--- src/rtl/spi_regfile_peripheral.sv ---
`default_nettype none
// ============================================================================
// Module      : spi_regfile_peripheral
// Description : SPI mode-0 (MSB first) register-file peripheral running in the
//               system clock domain. Frames are {RW, ADDR, DATA}; writes
//               commit after chip-select rises, reads stream a register out
//               on cipo during the data phase.
// Revision    : 1.0 - initial release
// ============================================================================
module spi_regfile_peripheral #(
  parameter int NUM_REGS    = 5,
  parameter int ADDR_W      = 7,
  parameter int DATA_W      = 8,
  parameter int SYNC_STAGES = 2   // must be at least 2
) (
  input  logic                       clk,
  input  logic                       rst,
  input  logic                       sclk,
  input  logic                       ncs,
  input  logic                       copi,
  output logic                       cipo,
  output logic                       cipo_oe,
  output logic [NUM_REGS*DATA_W-1:0] regs_flat,
  output logic                       wr_strobe,
  output logic [ADDR_W-1:0]          wr_addr,
  output logic                       frame_err
);

  localparam int FRAME_W = 1 + ADDR_W + DATA_W;
  localparam int HDR_W   = 1 + ADDR_W;
  localparam int CNT_W   = $clog2(FRAME_W + 2);

  typedef enum logic [2:0] {
    S_IDLE    = 3'd0,
    S_CMD     = 3'd1,
    S_DATA    = 3'd2,
    S_COMMIT  = 3'd3,
    S_LOCKOUT = 3'd4
  } state_t;

  // Synchroniser chains and edge-detect history (no reset: they only track pins)
  logic [SYNC_STAGES-1:0] sclk_sync_q, sclk_sync_d;
  logic [SYNC_STAGES-1:0] ncs_sync_q,  ncs_sync_d;
  logic [SYNC_STAGES-1:0] copi_sync_q, copi_sync_d;
  logic                   sclk_prev_q, sclk_prev_d;
  logic                   ncs_prev_q,  ncs_prev_d;
  logic                   sclk_s, ncs_s, copi_s;
  logic                   sclk_rise, sclk_fall, ncs_rise, ncs_fall;

  // Protocol state
  state_t              state_q, state_d;
  logic [CNT_W-1:0]    bit_cnt_q, bit_cnt_d;
  logic [FRAME_W-1:0]  shift_in_q, shift_in_d;
  logic [DATA_W-1:0]   shift_out_q, shift_out_d;
  logic                rd_q, rd_d;
  logic [DATA_W-1:0]   regs_q [NUM_REGS];
  logic [DATA_W-1:0]   regs_d [NUM_REGS];
  logic                cipo_q, cipo_d;
  logic                cipo_oe_q, cipo_oe_d;
  logic                wr_strobe_q, wr_strobe_d;
  logic [ADDR_W-1:0]   wr_addr_q, wr_addr_d;
  logic                frame_err_q, frame_err_d;

  // Frame field views
  logic [FRAME_W-1:0]  shift_in_nxt;
  logic [ADDR_W-1:0]   hdr_addr;
  logic                hdr_rw;
  logic [ADDR_W-1:0]   cm_addr;
  logic [DATA_W-1:0]   cm_data;
  logic                cm_rw;
  logic [DATA_W-1:0]   rd_word;
  logic                cm_hit;

  assign sclk_s = sclk_sync_q[SYNC_STAGES-1];
  assign ncs_s  = ncs_sync_q[SYNC_STAGES-1];
  assign copi_s = copi_sync_q[SYNC_STAGES-1];

  // sclk edges only count while the frame is selected; ncs edges always count
  assign sclk_rise = sclk_s & ~sclk_prev_q & ~ncs_s;
  assign sclk_fall = ~sclk_s & sclk_prev_q & ~ncs_s;
  assign ncs_rise  = ncs_s & ~ncs_prev_q;
  assign ncs_fall  = ~ncs_s & ncs_prev_q;

  assign shift_in_nxt = {shift_in_q[FRAME_W-2:0], copi_s};
  assign hdr_addr     = shift_in_nxt[ADDR_W-1:0];
  assign hdr_rw       = shift_in_nxt[ADDR_W];
  assign cm_rw        = shift_in_q[FRAME_W-1];
  assign cm_addr      = shift_in_q[DATA_W +: ADDR_W];
  assign cm_data      = shift_in_q[DATA_W-1:0];

  // Next values for the synchroniser chains and edge history
  always_comb begin
    sclk_sync_d = {sclk_sync_q[SYNC_STAGES-2:0], sclk};
    ncs_sync_d  = {ncs_sync_q[SYNC_STAGES-2:0], ncs};
    copi_sync_d = {copi_sync_q[SYNC_STAGES-2:0], copi};
    sclk_prev_d = sclk_s;
    ncs_prev_d  = ncs_s;
  end

  // Clock the SPI pins into the system domain
  always_ff @(posedge clk) begin
    sclk_sync_q <= sclk_sync_d;
    ncs_sync_q  <= ncs_sync_d;
    copi_sync_q <= copi_sync_d;
    sclk_prev_q <= sclk_prev_d;
    ncs_prev_q  <= ncs_prev_d;
  end

  // Register lookups: read data for the header address, hit flag for commit
  always_comb begin
    rd_word = '0;
    cm_hit  = 1'b0;
    for (int i = 0; i < NUM_REGS; i++) begin
      if (hdr_addr == ADDR_W'(i)) rd_word = regs_q[i];
      if (cm_addr == ADDR_W'(i))  cm_hit  = 1'b1;
    end
  end

  // Frame state machine: shift, decode, commit
  always_comb begin
    state_d     = state_q;
    bit_cnt_d   = bit_cnt_q;
    shift_in_d  = shift_in_q;
    shift_out_d = shift_out_q;
    rd_d        = rd_q;
    regs_d      = regs_q;
    wr_strobe_d = 1'b0;
    wr_addr_d   = wr_addr_q;
    frame_err_d = 1'b0;

    case (state_q)
      S_IDLE: begin
        bit_cnt_d   = '0;
        shift_in_d  = '0;
        shift_out_d = '0;
        rd_d        = 1'b0;
        if (ncs_fall) state_d = S_CMD;
      end
      S_CMD: begin
        if (ncs_rise) begin
          state_d = S_COMMIT;
        end else if (sclk_rise) begin
          shift_in_d = shift_in_nxt;
          bit_cnt_d  = bit_cnt_q + CNT_W'(1);
          if (bit_cnt_q == CNT_W'(HDR_W - 1)) begin
            // Header complete: a read preloads the addressed register
            state_d     = S_DATA;
            rd_d        = ~hdr_rw;
            shift_out_d = hdr_rw ? '0 : rd_word;
          end
        end
      end
      S_DATA: begin
        if (ncs_rise) begin
          state_d = S_COMMIT;
        end else begin
          if (sclk_rise) begin
            shift_in_d = shift_in_nxt;
            if (bit_cnt_q != CNT_W'(FRAME_W + 1)) bit_cnt_d = bit_cnt_q + CNT_W'(1);
          end
          // The fall right after the header keeps the MSB on cipo for data bit 1
          if (sclk_fall && rd_q && (bit_cnt_q > CNT_W'(HDR_W)))
            shift_out_d = {shift_out_q[DATA_W-2:0], 1'b0};
        end
      end
      S_COMMIT: begin
        state_d = S_IDLE;
        if (bit_cnt_q != CNT_W'(FRAME_W)) begin
          frame_err_d = 1'b1;
        end else if (cm_rw && cm_hit) begin
          for (int i = 0; i < NUM_REGS; i++)
            if (cm_addr == ADDR_W'(i)) regs_d[i] = cm_data;
          wr_strobe_d = 1'b1;
          wr_addr_d   = cm_addr;
        end
      end
      S_LOCKOUT: begin
        if (ncs_s) state_d = S_IDLE;
      end
      default: state_d = S_IDLE;
    endcase

    cipo_d    = (state_d == S_DATA) & rd_d & shift_out_d[DATA_W-1];
    cipo_oe_d = ~ncs_s & (state_d != S_LOCKOUT);
  end

  // State and output registers; a frame caught mid-flight at reset is locked out
  always_ff @(posedge clk) begin
    if (rst) begin
      state_q     <= ncs_s ? S_IDLE : S_LOCKOUT;
      bit_cnt_q   <= '0;
      shift_in_q  <= '0;
      shift_out_q <= '0;
      rd_q        <= 1'b0;
      for (int i = 0; i < NUM_REGS; i++) regs_q[i] <= '0;
      cipo_q      <= 1'b0;
      cipo_oe_q   <= 1'b0;
      wr_strobe_q <= 1'b0;
      wr_addr_q   <= '0;
      frame_err_q <= 1'b0;
    end else begin
      state_q     <= state_d;
      bit_cnt_q   <= bit_cnt_d;
      shift_in_q  <= shift_in_d;
      shift_out_q <= shift_out_d;
      rd_q        <= rd_d;
      regs_q      <= regs_d;
      cipo_q      <= cipo_d;
      cipo_oe_q   <= cipo_oe_d;
      wr_strobe_q <= wr_strobe_d;
      wr_addr_q   <= wr_addr_d;
      frame_err_q <= frame_err_d;
    end
  end

  for (genvar g = 0; g < NUM_REGS; g++) begin : g_flat
    assign regs_flat[g*DATA_W +: DATA_W] = regs_q[g];
  end

  assign cipo      = cipo_q;
  assign cipo_oe   = cipo_oe_q;
  assign wr_strobe = wr_strobe_q;
  assign wr_addr   = wr_addr_q;
  assign frame_err = frame_err_q;

endmodule
`default_nettype wire

--- config.mk ---
export PLATFORM = sky130hd
export DESIGN_NAME = spi_regfile_peripheral
export DESIGN_NICKNAME = d
export VERILOG_FILES = /design/src/rtl/spi_regfile_peripheral.sv
export SDC_FILE = /design/constraint.sdc
export NUM_CORES = 1
export LEC_CHECK = 0
export CAP_MARGIN = 20
export CELL_PAD_IN_SITES_DETAIL_PLACEMENT = 1
export CELL_PAD_IN_SITES_GLOBAL_PLACEMENT = 2
export CORE_MARGIN = 10
export CORE_UTILIZATION = 33
export CTS_CLUSTER_DIAMETER = 100
export DETAILED_ROUTE_END_ITERATION = 16
export PLACE_DENSITY = 0.88
export SETUP_SLACK_MARGIN = 0.3
export SLEW_MARGIN = 10
export SYNTH_ARGS = -nofsm -noshare
export SYNTH_HDL_FRONTEND = slang
export SYNTH_SLANG_ARGS = --single-unit
--- constraint.sdc ---
create_clock -name clk -period 2.9 [get_ports clk]
set_input_delay 0.58 -clock clk [delete_from_list [all_inputs] [get_ports clk]]
set_output_delay 0.58 -clock clk [all_outputs]
set_load 0.01 [all_outputs]
==> qor.csv, run 1 <==
metric,value,unit
status,finished clean,
CP peak stage delay,0.71,ns
Max Root-Sink Buffers,2,
NetSw,0.600,mW
clock-pin slew on the worst setup and hold paths,0.07,ns
vias,3346,
Synth Register Bits,92,
Seq pwr share,49.5,%
Hold Buf Count CTS,0,
Compound-Gate Fraction of Synth Area,12.9,%
post-synth top area share,46.9,%
Starting Density,34.1,%
Die H,129,um
final slew viol count,0,
CTS tree,done,
"critical path fanouts, max",9,
Rel. slew slack,49.7,%
r2r setup slk,0.50,ns
"top cells by area, synth","dfxtp_1 47%, mux2i_1 8.7%, nor2_1 4.8%",
Die Area,16700,um2
via count of the first global-routing pass,3408,
Root Buffer,clkbuf_16,
hold_ws,0.330,ns
Worst Setup Path Type,flip-flop to flip-flop,
Antenna Cells,0,
Clock Latency Late Sink,0.34,ns
fraction of the yosys area taken by sequential cells,46.9,%
unique cell type count in the Yosys netlist,52,
routability congestion estimate,0.799,
maximum vdd drop,351,uV
internal power,2.02,mW
Post-Synth XOR/XNOR Area,0.446,%
# port buffers,55,
minimum clock period,2.40,ns
Antenna Nets Post-Route,0,
cell taking the most area after synthesis,dfxtp_1,
# IOs,56,
TNS Setup,0,ns
Layout Nets,490,
share of cells above drive strength 1,10.3,%
post-synth net total,441,
Worst Max-Slew Pin Slew,0.754,ns
critical path endpoint category,flip-flop,
P_leak,1.89,nW
Mapped Area,3930,um2
worst hold endpoint,sclk_sync_q[1],
post-DP HPWL,8340,um
Starting DRT DRC Count,223,
DRC,0,
"Primary FF master, synth",dfxtp_1,
Comb power frac,4.9,%
"Req. time, crit path",3.14,ns
total gr overflow,0,
WL final,11700,um
Hold Crit Class,flip-flop to flip-flop,
Core Area,11500,um2
slowest cell on the critical path,or4_1,
Mean Syn Cell Area,9.07,um2
Post-synth ARST share,0,%
R2R depth,5,
CTS Buf Count,9,
P&R area growth vs syn,25.9,%
Clock Sink Count,92,
switch share,22.9,%
Cells after Synth,433,
# fillers,1320,
Max Clk Rate,416,MHz
Adder-Cell Fraction of Synth Area,1.24,%
post-synthesis simple-gate area fraction,22.0,%
RSZ-0062 raised after global routing,false,
crit path DAT,2.64,ns
DRT Pass-1 Iters,4,
worst hold stages,0,
clock power share,45.6,%
largest family of logic cells by synthesized area,simple AND/OR/NAND/NOR gates,
number of synthesized flops with an enable pin,0,
global-route wire length before repair,18800,um
worst hold start,sclk_sync_q[0],
vias per cell,5.32,
Startpoint Class,flip-flop,
post-synthesis mux area share,11.8,%
PwrDens,529,nW/um2
CP Cell Sequence,or4_1 > nor4_4 > o221a_2 > a2111oi_1 > a2111oi_2,
die width,129,um
Global Route Usage Sum,14.0,%
row count,39,
Final Hold Vio Count,0,
period utilization,82.9,%
YS warnings,0,
initial antenna violation count,0,
largest net degree at the start of global routing,52,
max cap viols,0,
Avg WL per Cell,18.6,um
clock skew,0.0111,ns
R2R Path Start,shift_in_q[4],
Final setup viols,0,
# H-tree levels,3,
Reg-to-Reg End,cipo,
how the worst max path moves through the flow:
stage             startpoint           end  slack [ns]
2_1_floorplan  ncs_sync_q[1]  bit_cnt_q[2]        0.82
3_3_place_gp   shift_in_q[5]          cipo        0.58
3_5_place_dp      state_q[0]          cipo        0.52
4_1_cts        shift_in_q[5]          cipo        0.50
5_1_grt           state_q[0]          cipo        0.35
6_report       shift_in_q[4]          cipo        0.50
placed cells by master (no fill, tap or decap), drive strengths merged, types with 2 or more instances in the layout:
cell / n
o31ai: 4
a21oi: 37
o22a: 2
xnor2: 2
o21a: 2
ha: 3
mux2i: 34
a2111oi: 2
nand2: 34
nor4: 3
buf: 16
or4bb: 3
a211oi: 6
nor2b: 4
a221oi: 5
or4b: 3
o32ai: 2
clkbuf: 10
or2: 4
nand3b: 2
clkdlybuf4s50: 54
and2: 4
nor3: 10
or4: 2
inv: 17
nand3: 30
nand2b: 6
mux4: 5
dfxtp: 92
o21ai: 15
nor3b: 5
nor2: 50
metal layers:
metal / GRT usage, % / vias up / wire (um)
met5: 0 / - / 0
met4: 3.81 / 0 / 130
met3: 3.26 / 8 / 433
met2: 22.9 / 50 / 5690
met1: 18.0 / 1670 / 5430
li1: - / 1618 / -
layout make-up:
class | count | area (um2) | share of cell area [%]
clock inverters | 5 | 60.1 | 1.21
multi-input cells | 294 | 1900 | 38.4
inverters | 15 | 56.3 | 1.14
repair buffers | 70 | 671 | 13.6
flip-flops and latches | 92 | 1840 | 37.2
well taps | 143 | 179 | 3.62
clock buffers | 10 | 239 | 4.83
metrics by stage:
| step | instance area, um2 | cells | setup slack [ns] | total power [mW] | util (%) |
|---|---|---|---|---|---|
| floorplan | 3930 | 433 | 0.820 | 1.41 | - |
| global placement | 4630 | 612 | 0.580 | 1.44 | 40.2 |
| detailed placement | 4630 | 612 | 0.519 | 1.45 | 40.2 |
| CTS | 4930 | 627 | 0.502 | 2.64 | 42.8 |
| global route | 4950 | 629 | 0.352 | 2.72 | 43.0 |
| finish | 4950 | 629 | 0.496 | 2.62 | 43.0 |
power groups by stage:
stage               clock (mW)  combinational [mW]  sequential, mW
finish                    1.19               0.129            1.30
global placement             0               0.121            1.32
global route              1.28               0.144            1.30
floorplan                    0              0.0910            1.32
detailed placement           0               0.125            1.32
CTS                       1.22               0.125            1.30
sequential cells by signal, summed over array words and instances, names as in the netlist, 2 cells and up:
name / count
bit_cnt_q: 5
ncs_sync_q: 2
regs_flat: 40
sclk_sync_q: 2
wr_addr: 7
state_q: 3
shift_in_q: 16
shift_out_q: 8
copi_sync_q: 2
critical path, delay by kind of cell (launching register included):
family | cells | cell delay (ns)
and+or+nand+nor | 2 | 1.21
AOI/OAI and AO/OA | 3 | 0.64
DFF | 1 | 0.45
cell usage after synthesis, types with 2 or more instances:
| cell type | n |
|---|---|
| or4b_2 | 3 |
| nand2_1 | 34 |
| xnor2_1 | 2 |
| a21oi_1 | 37 |
| inv_1 | 15 |
| clkbuf_1 | 22 |
| o22a_1 | 2 |
| or2_2 | 3 |
| a221oi_1 | 5 |
| mux2i_1 | 34 |
| buf_1 | 2 |
| buf_2 | 8 |
| o21ai_0 | 15 |
| o21a_1 | 2 |
| mux4_2 | 5 |
| nand3b_1 | 2 |
| nor3_1 | 10 |
| nand3_1 | 29 |
| a211oi_1 | 6 |
| nor2b_1 | 4 |
| nand2b_1 | 6 |
| nor3b_1 | 5 |
| o32ai_1 | 2 |
| dfxtp_1 | 92 |
| and2_1 | 4 |
| o31ai_1 | 4 |
| or4_1 | 2 |
| nor2_1 | 50 |
| or4bb_1 | 3 |
| ha_1 | 3 |
timing repair:
action                                  4_1_cts  5_1_grt
endpoints found under the setup margin        0        1
buffers inserted                              0        2
gates resized for setup                       0        0
cells by family (layout without fill, tap and decap cells):
kind of cell | Yosys count | count (layout)
buffers and inverters | 47 | 100
adders and majority gates | 4 | 4
and+or+nand+nor | 167 | 167
DFF | 92 | 92
xor gates and xnor gates | 2 | 2
muxes | 40 | 40
AOI/OAI and AO/OA | 81 | 81
(Power assumes the default switching activity.)
==> run 2, diff against run 1 <==
- clock period: 2.9 -> 2.4 ns (I/O delays scaled with it)
==> run 2 against run 1 <==
Sequential power up 20%; clock skew decreased by 0.0053 ns; largest power group unchanged; final area is 6.0% higher; count of clock-buffer cells in the layout decreased by 1; utilization rose by 2.6 points; via count up 2.1%.
==> qor.csv, run 2 (synthesis gave the netlist of run 1 again) <==
metric,value,unit,change
DRC,0,,unchanged
post-DP HPWL,8410,um,was 8340 um
period utilization,86.6,%,was 82.9%
CTS Buf Count,9,,unchanged
"Req. time, crit path",2.64,ns,was 3.14 ns
Largest register FFs,40,,unchanged
row count,39,,unchanged
share of cells above drive strength 1,18.9,%,was 10.3%
Starting Density,34.1,%,unchanged
RSZ-0062 raised after global routing,true,,was false
Layout Nets,512,,was 490
Worst Setup Path Type,flip-flop to flip-flop,,unchanged
Starting DRT DRC Count,231,,was 223
TNS Setup,0,ns,unchanged
Worst Max-Slew Pin Slew,0.729,ns,was 0.754 ns
most frequent cells in the layout,"84 x dfxtp_1, 54 x clkdlybuf4s50_1, 50 x nor2_1",,"was 92 x dfxtp_1, 54 x clkdlybuf4s50_1, 50 x nor2_1"
maximum vdd drop,411,uV,was 351 uV
# H-tree levels,3,,unchanged
CP Cell Sequence,inv_4 > ha_4 > or4bb_4 > nor4_2 > buf_4 > nand3b_1 > buf_6 > mux2i_1 > nor2_1,,was or4_1 > nor4_4 > o221a_2 > a2111oi_1 > a2111oi_2
Rel. slew slack,51.4,%,was 49.7%
crit path DAT,2.32,ns,was 2.64 ns
Die H,129,um,unchanged
die width,129,um,unchanged
hold_ws,0.324,ns,was 0.330 ns
P_leak,2.04,nW,was 1.89 nW
WL final,11900,um,was 11700 um
DRT Pass-1 Iters,4,,unchanged
initial antenna violation count,0,,unchanged
Final setup viols,0,,unchanged
CP peak stage delay,0.48,ns,was 0.71 ns
Final Hold Vio Count,0,,unchanged
global-route wire length before repair,19000,um,was 18800 um
Max Root-Sink Buffers,2,,unchanged
via count of the first global-routing pass,3544,,was 3408
max cap viols,0,,unchanged
"most common cell after layout, fill and taps aside",dfxtp_1,,unchanged
P&R area growth vs syn,33.5,%,was 25.9%
CTS tree,done,,unchanged
Die Area,16700,um2,unchanged
PwrDens,605,nW/um2,was 529 nW/um2
largest net degree at the start of global routing,34,,was 52
status,finished clean,,unchanged
# IOs,56,,unchanged
final slew viol count,0,,unchanged
slowest cell on the critical path,or4bb_4,,was or4_1
clock-pin slew on the worst setup and hold paths,0.07,ns,about the same
clock skew,0.00582,ns,was 0.0111 ns
"critical path fanouts, max",8,,was 9
total gr overflow,0,,unchanged
Global Route Usage Sum,14.4,%,was 14.0%
Clock Sink Count,92,,unchanged
Max Clk Rate,481,MHz,was 416 MHz
Core Area,11500,um2,unchanged
minimum clock period,2.08,ns,was 2.40 ns
routability congestion estimate,0.816,,was 0.799
vias per cell,5.24,,was 5.32
Startpoint Class,flip-flop,,unchanged
Root Buffer,clkbuf_16,,unchanged
critical path endpoint category,flip-flop,,unchanged
Antenna Cells,0,,unchanged
Avg WL per Cell,18.3,um,was 18.6 um
Antenna Nets Post-Route,0,,unchanged
Clock Latency Late Sink,0.35,ns,was 0.34 ns
Hold Crit Class,flip-flop to flip-flop,,unchanged
# port buffers,55,,unchanged
vias,3416,,was 3346
Overall Power,3.17,mW,was 2.62 mW
-- run 2: changes by cell type in the layout (fill, tap and decap cells not counted), moves of 3 or more --
cell,before,now
buf_4,14,30
dfxtp_1,92,84
buf_6,0,5
dfxtp_2,0,5
dfxtp_4,0,3
-- run 2: power by group --
part / switching, mW / internal [mW] / total (mW)
combinational: 0.111 / 0.0700 / 0.181
sequential: 0.0151 / 1.54 / 1.56
clock: 0.623 / 0.810 / 1.43
total: 0.749 / 2.42 / 3.17
-- run 2: what timing repair did --
item | in CTS | in global routing
pin swaps | 3 | 8
buffers inserted | 3 | 12
resized for setup | 13 | 26
cloned | 0 | 1
hold endpoints to repair | 0 | 0
endpoints found under the setup margin | 47 | 49
hold buffers | 0 | 0
-- run 2: final cells by class --
| type | count | area (um2) |
|---|---|---|
| inverters | 15 | 61.3 |
| clock inverters | 7 | 75.1 |
| well taps | 143 | 179 |
| clock buffers | 9 | 225 |
| fillers | 1317 | 6270 |
| flip-flops and latches | 92 | 1860 |
| multi-input cells | 294 | 1990 |
| repair buffers | 92 | 852 |
-- run 2: critical path: cells and delay by family, from the launching register on --
family                     cells  cell delay (ns)
DFF                            1             0.36
buffers and inverters          3             0.43
muxes                          1             0.16
adders and majority gates      1             0.11
and+or+nand+nor                4             0.90
-- run 2: per-layer routing --
layer  vias up  global-route usage (%)  wire length [um]
met3         5                    4.69               435
met5         -                       0                 0
met1      1698                    17.4              5350
met4         0                    4.01               120
met2        44                    24.0              6000
li1       1669                       -                 -
-- run 2: path summary, 6_finish.rpt --
kind / start / endpoint / slack (ns) / cells past startpoint
worst max-delay path: bit_cnt_q[0] / regs_flat[20] / 0.32 / 9
worst min-delay path: ncs_sync_q[0] / ncs_sync_q[1] / 0.32 / 0
worst max register to register: bit_cnt_q[0] / regs_flat[20] / 0.32 / 9
worst min register to register: ncs_sync_q[0] / ncs_sync_q[1] / 0.32 / 0
-- run 2: stage by stage --
step | setup slack (ns) | area [um2] | cells | utilization, %
final | 0.321 | 5240 | 652 | 45.5
after global placement | 0.150 | 4690 | 620 | 40.8
after detailed placement | 0.0636 | 4690 | 620 | 40.8
after CTS | 0.301 | 5060 | 639 | 43.9
after floorplan | 0.320 | 3930 | 433 | -
after global routing | 0.213 | 5240 | 652 | 45.5
